<file path="config.mk">
export PLATFORM = sky130hd
export DESIGN_NAME = booth_mul
export DESIGN_NICKNAME = d
export VERILOG_FILES = /design/src/rtl/booth_mul.sv
export SDC_FILE = /design/constraint.sdc
export NUM_CORES = 1
export LEC_CHECK = 0
export CAP_MARGIN = 25
export CORE_MARGIN = 3
export CORE_UTILIZATION = 51
export CTS_BUF_LIST = sky130_fd_sc_hd__clkbuf_2 sky130_fd_sc_hd__clkbuf_4 sky130_fd_sc_hd__clkbuf_8
export DETAILED_ROUTE_END_ITERATION = 16
export GPL_ROUTABILITY_DRIVEN = 0
export PLACE_DENSITY = 0.83
export SYNTH_ARGS = -nofsm -noshare
export SYNTH_HDL_FRONTEND = slang
export SYNTH_SLANG_ARGS = --single-unit
</file>
<file path="constraint.sdc">
create_clock -name clk_i -period 4.1 [get_ports clk_i]
set_clock_uncertainty 0.2 [all_clocks]
set_input_delay 0.82 -clock clk_i [delete_from_list [all_inputs] [get_ports clk_i]]
set_output_delay 0.82 -clock clk_i [all_outputs]
set_load 0.02 [all_outputs]
</file>
<file path="src/rtl/booth_mul.sv">
// Radix-2 Booth signed 32x32 multiplier: one iteration per clock, 32 iterations per product.
// state | meaning
// IDLE  | waiting for start_i; operands are captured on the accepting edge
// RUN   | one add/shift step per edge; cnt_q counts remaining steps
// FIN   | product valid in p_o; done_o high for this single cycle
module booth_mul (
  input  logic        clk_i,
  input  logic        rst_n_i,
  input  logic        start_i,
  input  logic [31:0] a_i,
  input  logic [31:0] b_i,
  output logic        busy_o,
  output logic        done_o,
  output logic [63:0] p_o
);

  typedef enum logic [1:0] {IDLE, RUN, FIN} state_t;

  state_t      state_q, state_d;
  logic [31:0] m_q, m_d;
  logic [31:0] q_q, q_d;
  logic [32:0] ac_q, ac_d;
  logic        qm1_q, qm1_d;
  logic [5:0]  cnt_q, cnt_d;
  logic [63:0] p_q, p_d;

  logic [32:0] m_ext;
  logic [32:0] addend;
  logic [32:0] sum;
  logic [65:0] shifted;

  always_ff @(posedge clk_i or negedge rst_n_i) begin
    if (!rst_n_i) begin
      state_q <= IDLE;
      m_q     <= '0;
      q_q     <= '0;
      ac_q    <= '0;
      qm1_q   <= 1'b0;
      cnt_q   <= '0;
      p_q     <= '0;
    end else begin
      state_q <= state_d;
      m_q     <= m_d;
      q_q     <= q_d;
      ac_q    <= ac_d;
      qm1_q   <= qm1_d;
      cnt_q   <= cnt_d;
      p_q     <= p_d;
    end
  end

  // 33-bit accumulator keeps -M representable when M is the most negative value
  always_comb begin
    m_ext = {m_q[31], m_q};
    case ({q_q[0], qm1_q})
      2'b01:   addend = m_ext;
      2'b10:   addend = ~m_ext + 33'd1;
      default: addend = '0;
    endcase
    sum     = ac_q + addend;
    shifted = {sum[32], sum, q_q};
  end

  always_comb begin
    state_d = state_q;
    m_d     = m_q;
    q_d     = q_q;
    ac_d    = ac_q;
    qm1_d   = qm1_q;
    cnt_d   = cnt_q;
    p_d     = p_q;
    case (state_q)
      IDLE: begin
        if (start_i) begin
          m_d     = a_i;
          q_d     = b_i;
          ac_d    = '0;
          qm1_d   = 1'b0;
          cnt_d   = 6'd32;
          state_d = RUN;
        end
      end
      RUN: begin
        ac_d  = shifted[65:33];
        q_d   = shifted[32:1];
        qm1_d = shifted[0];
        cnt_d = cnt_q - 6'd1;
        if (cnt_q == 6'd1) begin
          p_d     = shifted[64:1];
          state_d = FIN;
        end
      end
      FIN:     state_d = IDLE;
      default: state_d = IDLE;
    endcase
  end

  assign busy_o = (state_q == RUN);
  assign done_o = (state_q == FIN);
  assign p_o    = p_q;

endmodule

</file>
# [Word-level counts from Yosys, hierarchy flattened]
# Index checks and enable logic that the tools add are counted.
[classes] add_sub_neg=3 mux=12 eq_ne=7 reduce_logical=6 bitwise=1
[op_table] operator="33-bit one-hot mux with 2 select lines" n=2
[op_table] operator="32-bit one-hot mux with 2 select lines" n=1
[op_table] operator="33-bit by 1-bit adder with 33-bit output, second input constant" n=1
[op_table] operator="33-bit adder" n=1
[op_table] operator="33-bit 2-to-1 mux" n=1
[op_table] operator="33-bit NOT" n=1
[op_table] operator="32-bit 2-to-1 mux" n=1
[op_table] operator="6-bit one-hot mux with 2 select lines" n=1
[op_table] operator="2-bit AND reduction" n=4
[op_table] operator="6-bit by 1-bit equality test with 1-bit output, second input constant" n=1
[op_table] operator="6-bit 2-to-1 mux" n=1
[op_table] operator="6-bit by 1-bit subtractor with 6-bit output, second input constant" n=1
[op_table] operator="2-bit by 1-bit equality test with 1-bit output, second input constant" n=2
[op_table] operator="2-bit equality test, second input constant" n=2
[op_table] operator="2-bit 2-to-1 mux" n=2
[op_table] operator="2-bit one-hot mux with 2 select lines" n=1
[op_table] operator="2-bit logical NOT" n=1
[op_table] operator="2-bit by 1-bit != test with 1-bit output, second input constant" n=1
[op_table] operator="2-bit != test, second input constant" n=1
[op_table] operator="1-bit one-hot mux with 2 select lines" n=1
[op_table] operator="2-bit nonzero test" n=1
[op_table] operator="1-bit 2-to-1 mux" n=1
[totals] in_bits=67 register_bits=170 output_inout_bits=66

# [Logic depth before layout (Yosys ltp)]
[depth] word_depth=5 depth_mapped=20 mapped_depth_nobuf=19

# [Worst setup path before layout]
# Ideal clock, no wire load.
[synth_timing] kind="register to register" from="register m_q[0]" to="register p_q[62], in the netlist p_o[62]" arrival_ns=3.687 path_stages_with_launch=21 setup_time_ns=0.133 n_path_buf=2 setup_slack_ns=0.080 path_cell_list="dfrtp_1 > inv_1 > ha_1 > or4b_4 > buf_6 > nor4_4 > and2_1 > nand2_1 > xor2_1 > a22oi_1 > nor2_1 > ha_1 > clkbuf_1 > a21o_1 > o21bai_1 > a31oi_1 > o21ai_0 > a22o_1 > a311oi_1 > xor2_1 > o21ai_0"
[synth_via] elab_chain_cells=4
[synth_rtl] element="from (decl)" line_no="20" text="logic [31:0] m_q, m_d;"
[synth_rtl] element="from (signal assigned)" line_no="43" text="m_q <= m_d;"
[synth_rtl] element="33-bit NOT" line_no="57" text="2'b10: addend = ~m_ext + 33'd1;"
[synth_rtl] element="33-bit by 1-bit adder with 33-bit output" line_no="57"
[synth_rtl] element="33-bit one-hot mux with 2 select lines (*)" line_no="55" text="case ({q_q[0], qm1_q})"
[synth_rtl] element="33-bit adder (*)" line_no="60" text="sum = ac_q + addend;"
[synth_rtl] element="to (signal assigned)" line_no="48" text="p_q <= p_d;"
[synth_rtl] element="to (decl)" line_no="25" text="logic [63:0] p_q, p_d;"
# Mark *: on every way between the ends. The rest lies on a longest branch, timed or not.
# A chain may end at the register's enable or synchronous reset.

# [Worst setup path after layout]
[layout_timing] from="register m_q[0]" to="register ac_q[30]"
[layout_via] elab_chain_cells=5
[layout_rtl] element="33-bit NOT" line_no="57"
[layout_rtl] element="33-bit by 1-bit adder with 33-bit output" line_no="57"
[layout_rtl] element="33-bit one-hot mux with 2 select lines (*)" line_no="55"
[layout_rtl] element="33-bit adder (*)" line_no="60"
[layout_rtl] element="33-bit one-hot mux with 2 select lines (*)" line_no="72" text="case (state_q)"
[layout_rtl] element="to (signal assigned)" line_no="37" text="ac_q <= '0;"
[layout_rtl] element="to (signal assigned)" line_no="45" text="ac_q <= ac_d;"
[layout_rtl] element="to (decl)" line_no="22" text="logic [32:0] ac_q, ac_d;"
# Marks and branches as above.

==> summary.md <==
| Metric | Value |
|---|---|
| Reg clk slew, reported paths | `approximately 0.090 ns` |
| Initial antenna violation count | `1` |
| Synth area leaders | `dfrtp_1 (46%), nand2_1 (13%), ha_1 (5.1%)` |
| Ys async rst share | `100%` |
| CP endpoint kind | `flop` |
| Period utilization | `101%` |
| DP HPWL | `about 17000 µm` |
| GRT Util Overall | `approximately 25%` |
| Largest net degree at the start of global routing | `73` |
| Root Driver | `clkbuf_8` |
| Max-Cap Viols | `0` |
| Synthesis warning total | `0` |
| Total die area | `slightly below 20000 µm²` |
| FF+latch count, synth | `roughly 170` |
| Worst Tran Pin Value | `between 0.6 and 0.7 ns` |
| Number of vias per cell | `around 5.7` |
| WL/cell | `around 17 µm` |
| # fillers | `about 1400` |
| Setup TNS | `-0.148 ns` |
| Top cells by count, synth | `nand2_1 (328), dfrtp_1 (169), o21ai_0 (87), clkbuf_1 (59), nor2_1 (57)` |
| # IOs | `133` |
| Diode count | `0` |
| Post-Syn Area per Cell | `about 8.6 µm²` |
| Mapped cell area | `around 9200 µm²` |
| Post-Synthesis Cells | `around 1100` |
| RSZ-0062 raised after global routing | `true` |
| Tot Pwr | `about 10 mW` |
| Worst vdd ir | `roughly 430 µV` |
| Synth top area share | `46.2%` |
| Maximum clock path buffer count | `2` |
| Final WL | `24600 µm` |
| Req. time, crit path | `roughly 4.2 ns` |
| CTS Sinks | `approximately 170` |
| Synthesis-to-layout area growth | `28.5%` |
| Fin. max-slew vios | `0` |
| Reg2reg path depth | `18` |
| Status | `finished, violations left` |
| Max-Slew Margin vs Limit | `a little under three fifths` |
| CTS tree | `yes` |
| Layout cell share with drive strength beyond 1 | `between 10 and 15%` |
| Netlist cell types | `62` |
| Arrival time of the worst setup path | `4.28 ns` |
| Dominant cell type by area after synthesis | `dfrtp_1` |
| Clock H-tree levels | `4` |
| Failing checks | `negative setup slack` |
| Reg2Reg Setup Slack | `-0.05 ns` |
| Cell leakage power | `~5.3 nW` |
| CTS Buf Count | `17` |
| Worst R2R Start | `m_q[0]` |
| PortBufs | `between 100 and 150` |
| 1st-pass router iterations | `5` |
| Tmin final | `4.15 ns` |
| Final-report hold violation count | `0` |
| Initial drt markers | `between 700 and 800` |
| DRC | `0` |
| DRT antenna net count | `0` |
| DR vias | `8400` |
| Critical path startpoint | `m_q[0]` |
| Die Span X | `140 µm` |
| Vias in the first global route | `about 8200` |
| Row count | `48` |
| Crit Path Category | `flop to flop` |
| Initial Utilization | `between 50 and 60%` |
| FF-to-FF End | `ac_q[30]` |
| Worst Hold Class | `input pin to async pin` |
| Final WS setup | `-0.0473 ns` |
| CP startpoint kind | `flop` |
| Core ar. | `17400 µm²` |
| Top-count cell post-synth | `nand2_1` |
| Final Util | `67.6%` |
| Clk_lat worst skew | `approximately 0.47 ns` |
| Fmax | `~240 MHz` |
| Cell Pwr Density | `845 nW/µm²` |
| Synth Flop Type | `dfrtp_1` |
| Worst-path maximum fanout | `5` |
| Setup WS pre-CTS | `-0.262 ns` |
| Hold Buf Count CTS | `0` |
| # setup viols final | `6` |
| Mapped Nets | `1176` |
| Total Nets Final | `between 1000 and 1500` |
| Number of synthesized flops with an enable pin | `0` |
| Seq/Total Area, Yosys | `46.2%` |
| First-pass GRT wire length | `40200 µm` |
| Global route total overflow | `0` |
| Die height | `~140 µm` |
stage by stage:
step                      area, µm²  hold slack (ns)  cells
after floorplan                9160            0.246   1071
after global placement        10900            0.258   1418
after detailed placement      11000            0.261   1419
after CTS                     11400            0.119   1454
after global routing          11800            0.130   1464
final                         11800            0.109   1464
metal layers:
layer  vias up  GRT usage, %  wire, µm
met5         -             0        13
met4         2          9.28       667
met3        69          7.44      2080
met2       373          38.4     11300
met1      3974          33.5     10600
li1       3982             -         -
how the worst max path moves through the flow:
stage / endpoint / cells past startpoint
final: ac_q[30] / 18
after global routing: p_o[62] / 18
after CTS: p_o[55] / 19
after detailed placement: ac_q[31] / 17
after global placement: ac_q[31] / 17
after floorplan: p_o[62] / 20
cells in the final DEF, fill, tap and decap left out, types with 3 or more instances in the layout:
master and instances:
nand2_1 326, dfrtp_1 169, clkdlybuf4s50_1 131, o21ai_0 67, buf_4 64, a22oi_1 56, nor2_1 54, nand3_1 40
ha_1 33, xnor2_1 32, a21oi_1 26, xor2_1 18, clkbuf_8 18, o21ai_1 16, a21oi_2 12, a21o_1 9
nor3_1 9, inv_1 9, nand4_1 7, nor2b_1 6, a32oi_1 6, o21ai_2 5, nor3_2 5, or3_1 5
or4_1 5, nand2b_1 4, a31oi_1 4, nor4_2 4, nor4_1 4, inv_6 4, buf_6 4, o21bai_1 3
nor2_2 3, o21a_1 3, xor2_2 3, o211a_1 3, o211ai_1 3, a211oi_1 3, bufinv_16 3
cell type report:
cell class	instances	area, µm²	area share, %
clock buffer	19	255	2.17
clock inverter	13	185	1.57
inverter	13	48.8	0.414
multi-input combinational	824	4900	41.6
sequential	169	4230	35.9
tap	225	282	2.39
timing repair buffer	201	1880	15.9
critical path, stage by stage, from the launching register on:
cell	delay (ns)
dfrtp_1	0.39
inv_2	0.08
ha_4	0.13
or4b_4	0.51
nor4_4	0.31
and2_4	0.23
nor2b_4	0.14
xnor2_1	0.06
a22oi_1	0.16
nor2_1	0.07
ha_1	0.34
a21oi_2	0.19
o21ai_2	0.09
o31ai_2	0.26
a21oi_2	0.08
and2_4	0.17
a311oi_2	0.29
xor2_1	0.22
o21ai_1	0.08
state kept, by name, summed over array words and instances, names as in the netlist:
signal / flops
cnt_q: 6
q_q: 32
state_q: 2
ac_q: 32
p_o: 64
m_q: 32
qm1_q: 1
report_power, final:
group,internal [mW],switching [mW]
Clock,0.646,0.672
Sequential,2.40,0.650
Combinational,2.40,3.18
Total,5.45,4.50
kinds of logic (layout without fill, tap and decap cells):
family / count (synthesis) / count (layout) / synth area share [%]
flops: 169 / 169 / 46.2
buf+inv: 78 / 246 / 3.45
xor+xnor: 54 / 54 / 5.24
fa+ha+maj: 38 / 38 / 5.27
compound gates: 237 / 237 / 16.6
simple gates: 495 / 495 / 23.2
what timing repair did:
item / in CTS / in global routing
buffers inserted: 3 / 11
gates resized for setup: 8 / 74
pin swaps: 3 / 37
setup endpoints to repair: 11 / 30
(Power assumes the default switching activity.)
